<file path="config.mk">
export PLATFORM = sky130hd
export DESIGN_NAME = iob_fifo_sync_fwft
export DESIGN_NICKNAME = d
export VERILOG_FILES = /design/src/rtl/iob_fifo_sync_fwft.sv
export SDC_FILE = /design/constraint.sdc
export NUM_CORES = 1
export LEC_CHECK = 0
export CAP_MARGIN = 20
export CELL_PAD_IN_SITES_DETAIL_PLACEMENT = 2
export CELL_PAD_IN_SITES_GLOBAL_PLACEMENT = 2
export CORE_ASPECT_RATIO = 2
export CORE_MARGIN = 5
export CORE_UTILIZATION = 43
export CTS_BUF_LIST = sky130_fd_sc_hd__clkbuf_4
export CTS_CLUSTER_DIAMETER = 80
export DETAILED_ROUTE_END_ITERATION = 16
export MAX_ROUTING_LAYER = met4
export PLACE_DENSITY = 0.8
export SYNTH_ARGS = -nofsm -noshare
export SYNTH_HDL_FRONTEND = slang
export SYNTH_SLANG_ARGS = --single-unit
</file>
<file path="constraint.sdc">
create_clock -name clk_i -period 2.2 [get_ports clk_i]
set_input_delay 0.44 -clock clk_i [delete_from_list [all_inputs] [get_ports clk_i]]
set_output_delay 0.44 -clock clk_i [all_outputs]
set_load 0.02 [all_outputs]
</file>
<file path="src/rtl/iob_fifo_sync_fwft.sv">
// rtl/iob_fifo_sync_fwft.sv - single-clock register-array FIFO with FWFT/standard read,
// level flags, sticky error flags and synchronous flush
module iob_fifo_sync_fwft #(
  parameter int DATA_W    = 8,
  parameter int DEPTH     = 16,
  parameter int FWFT      = 1,
  parameter int AF_THRESH = 12,
  parameter int AE_THRESH = 2,
  parameter int LEVEL_W   = $clog2(DEPTH + 1)
) (
  input  logic               clk_i,
  input  logic               rst_n_i,
  input  logic               cke_i,
  input  logic               clr_i,
  input  logic               w_en_i,
  input  logic [DATA_W-1:0]  w_data_i,
  output logic               w_full_o,
  output logic               almost_full_o,
  input  logic               r_en_i,
  output logic [DATA_W-1:0]  r_data_o,
  output logic               r_valid_o,
  output logic               r_empty_o,
  output logic               almost_empty_o,
  output logic               overflow_o,
  output logic               underflow_o,
  output logic [LEVEL_W-1:0] level_o
);

  localparam int PTR_W = (DEPTH > 1) ? $clog2(DEPTH) : 1;
  localparam logic [LEVEL_W-1:0] LVL_FULL = LEVEL_W'(DEPTH);
  localparam logic [LEVEL_W-1:0] LVL_AF   = LEVEL_W'(AF_THRESH);
  localparam logic [LEVEL_W-1:0] LVL_AE   = LEVEL_W'(AE_THRESH);
  localparam logic [PTR_W-1:0]   PTR_LAST = PTR_W'(DEPTH - 1);

  logic [DATA_W-1:0]  mem [DEPTH];
  logic [PTR_W-1:0]   w_ptr;
  logic [PTR_W-1:0]   r_ptr;
  logic [LEVEL_W-1:0] level;
  logic               w_acc;
  logic               r_acc;
  logic               advance;

  // Flags come only from the registered level, never from the request inputs.
  assign level_o        = level;
  assign w_full_o       = (level == LVL_FULL);
  assign r_empty_o      = (level == '0);
  assign almost_full_o  = (level >= LVL_AF);
  assign almost_empty_o = (level <= LVL_AE);

  assign w_acc   = w_en_i & ~w_full_o;
  assign r_acc   = r_en_i & ~r_empty_o;
  assign advance = rst_n_i & cke_i & ~clr_i;

  function automatic logic [PTR_W-1:0] ptr_inc(input logic [PTR_W-1:0] p);
    return (p == PTR_LAST) ? '0 : p + 1'b1;
  endfunction

  always_ff @(posedge clk_i) begin
    if (!rst_n_i) begin
      w_ptr       <= '0;
      r_ptr       <= '0;
      level       <= '0;
      overflow_o  <= 1'b0;
      underflow_o <= 1'b0;
    end else if (cke_i) begin
      if (clr_i) begin
        w_ptr       <= '0;
        r_ptr       <= '0;
        level       <= '0;
        overflow_o  <= 1'b0;
        underflow_o <= 1'b0;
      end else begin
        if (w_acc) w_ptr <= ptr_inc(w_ptr);
        if (r_acc) r_ptr <= ptr_inc(r_ptr);
        case ({w_acc, r_acc})
          2'b10:   level <= level + 1'b1;
          2'b01:   level <= level - 1'b1;
          default: level <= level;
        endcase
        if (w_en_i && w_full_o)  overflow_o  <= 1'b1;
        if (r_en_i && r_empty_o) underflow_o <= 1'b1;
      end
    end
  end

  // Storage carries no reset; only words inside the live window are ever observed.
  always_ff @(posedge clk_i) begin
    if (advance && w_acc) mem[w_ptr] <= w_data_i;
  end

  generate
    if (FWFT != 0) begin : g_fwft
      assign r_data_o  = mem[r_ptr];
      assign r_valid_o = ~r_empty_o;
    end else begin : g_std
      logic [DATA_W-1:0] r_data_q;
      logic              r_valid_q;

      always_ff @(posedge clk_i) begin
        if (!rst_n_i) begin
          r_data_q  <= '0;
          r_valid_q <= 1'b0;
        end else if (cke_i) begin
          if (clr_i) begin
            r_data_q  <= '0;
            r_valid_q <= 1'b0;
          end else begin
            r_valid_q <= r_acc;
            if (r_acc) r_data_q <= mem[r_ptr];
          end
        end
      end

      assign r_data_o  = r_data_q;
      assign r_valid_o = r_valid_q;
    end
  endgenerate

endmodule
</file>
==> results.yml <==
outcome:
  status: "complete, but fails checks"
  violations: "setup timing"
synth:
  netlist_area_mm2: 0.00604
  syn_inst: 331
  synth_fp_nets: 352
  synth_area_leader_cell: "edfxtp_1"
  yosys-top-cells-area: "edfxtp_1 64%, mux4_2 15%, dfxtp_1 6.3%"
  synth_edf_count: 128
  ys_seq_area_share_pct: 70.0
  async_flop_share_pct: 0
  synth_warnings: 0
  synth.distinct_cells: 52
  ys_ff_latch: 147
  synth_top_area_share_pct: 63.7
  ys.flop_type: "edfxtp_1"
  syn_area_per_cell_um2: 18.2
route:
  drtAntennaViolNets: 0
  routed_wl_um: 19600
  wl_per_cell_um: 30.6
  drc: 0
  dr.pass1.iters: 4
  drt_iter0_markers: 240
  via_count: 3698
  via_per_inst: 5.77
pwr:
  leakagePower_nw: 2.62
  vdd_drop_max_mv: 0.324
  finalPower_mw: 5.59
  powerDensity_mw_per_mm2: 696
hold_path:
  hold_class: "flop to flop"
  hold_path_startpoint: "overflow_o"
worst_setup_path:
  cp.required_ns: 1.76
  cp.arrival_ns: 2.35
  rr_startpoint: "level_o[0]"
  endpoint_kind: "primary output"
  cp_max_fo: 6
  path_class: "flop to primary output"
  start_kind: "flop"
finish:
  layout_commonest_cell: "edfxtp_1"
  postLayoutCoreUtil_pct: 57.7
  mostFrequentLayoutCells: "128 x edfxtp_1, 40 x mux4_2, 33 x buf_4"
  layout-drive-gt1-share_pct: 47.0
  final_net_count: 457
  postLayoutCellArea_mm2: 0.00802
  synthToLayoutAreaGrowth_pct: 32.9
floorplanning:
  die_w_um: 93.8
  die_h_um: 178
  num_rows: 61
  dieArea_mm2: 0.0167
  io_pins: 34
  start_util_pct: 43.5
  core_area_mm2: 0.0139
global_route:
  antenna_found_initial: 3
  grt_pass1_wl_um: 28200
  grt_pass1_vias: 4308
  grt_usage_pct: 25.2
  grt_start_max_net_pins: 33
  grt_overflow: 0
timing:
  fmax_ghz: 0.359
  post-route-min-period_ns: 2.79
  final_hold_viol_count: 0
  setup-violations-final: 44
  finalClockSkew_ns: 0.0403
  slew_viol_final: 0
  timing.final.crit_share_pct: 127
  setup_slack_ns: -0.586
  slew_headroom_pct: 54.2
  worst_pin_slew_ns: 0.685
  rsz0062_at_grt: "yes"
flow_run:
  max-cap-violations: 0
placed_design:
  place_hpwl_um: 12200
  port_buffers: 33
  placed_cell_area_mm2: 0.00725
  routabilityCongestion: 0.835
clocking:
  root_buffer: "clkbuf_4"
  cts.sinks: 147
  worstSkewPairLatency_ns: 0.57
  cts_tree: "done"
  clk_pin_slew_worst_paths_ns: 0.13
  cts_buffers: 17
  htree_levels: 4
  cts.path.max_buffers: 2
## critical path, stage by stage, from the launching register on
cell and delay (ns):
dfxtp_4 0.44, buf_6 0.17, mux4_2 0.54, mux4_2 0.50
buf_2 0.18
## kinds of logic (layout without fill, tap and decap cells)
logic type / after synthesis / after routing / share of synthesized area (%)
compound gates: 40 / 40 / 5.37
xor+xnor: 5 / 5 / 0.726
fa+ha+maj: 7 / 7 / 1.45
buf+inv: 26 / 144 / 1.82
flops: 147 / 147 / 70.0
mux: 41 / 41 / 15.1
other cells: 0 / 3 / 0
simple gates: 65 / 65 / 5.58
## per-stage QoR
step / setup TNS [ns] / setup WS, ns / hold WS (ns) / std cells
floorplan: -0.379 / -0.152 / 0.458 / 331
global placement: -27.57 / -0.370 / 0.467 / 592
detailed placement: -40.30 / -0.470 / 0.481 / 592
CTS: -19.83 / -0.653 / 0.513 / 637
global route: -10.48 / -0.663 / 0.539 / 641
finish: -6.00 / -0.586 / 0.522 / 641
## where the power goes
part	total (mW)	leakage (nW)	switching, mW	internal, mW
combinational	0.616	1.15	0.314	0.302
sequential	3.05	1.31	0.0167	3.04
clock	1.92	0.167	1.08	0.836
## layout make-up
class	count	area, um2
Antenna cell	3	7.51
Tap cell	189	236
Inverter	8	32.5
Fill cell	1202	5870
Clock buffer	19	143
Timing Repair Buffer	104	1140
Sequential cell	147	4240
Multi-Input combinational cell	158	2050
Clock inverter	13	170
## metal layers
metal / vias to the layer above / routed length, um / global-route usage, %
li1: 1557 / - / -
met1: 1936 / 6440 / 25.0
met2: 158 / 11300 / 45.8
met3: 47 / 851 / 4.62
met4: 0 / 1040 / 13.0
met5: - / 0 / -
## registers in the layout (all words and copies together) (netlist names), named ones only
name / flops
overflow_o: 1
mem: 128
underflow_o: 1
level_o: 5
r_ptr: 4
w_ptr: 4
## synthesized netlist by cell type (all sizes together), types with 2 or more instances
cell type / number
a2111oi: 2
a21boi: 2
a21o: 2
a21oi: 8
a22oi: 2
a31o: 2
a31oi: 4
buf: 7
clkbuf: 11
dfxtp: 19
edfxtp: 128
ha: 7
inv: 7
mux4: 40
nand2: 13
nand2b: 3
nand3: 5
nor2: 23
nor3: 7
nor3b: 2
o211ai: 2
o21ai: 7
o221ai: 2
o41ai: 2
or4b: 2
xnor2: 2
xor2: 3
## worst paths after layout
kind | endpoint | slack [ns] | cells after the start
worst max register to register | level_o[4] | -0.34 | 8
worst min register to register | overflow_o | 0.52 | 2
worst min-delay path | overflow_o | 0.52 | 2
worst max-delay path | r_data_o[5] | -0.59 | 4
## repair_timing
item / CTS / global route
resized for setup: 115 / 34
hold buffers: 0 / 0
buffers inserted: 12 / 8
hold endpoints to repair: 0 / 0
cloned: 1 / 0
endpoints found under the setup margin: 84 / 148
pin swaps: 18 / 17
Power figures use the tool's default switching activity.
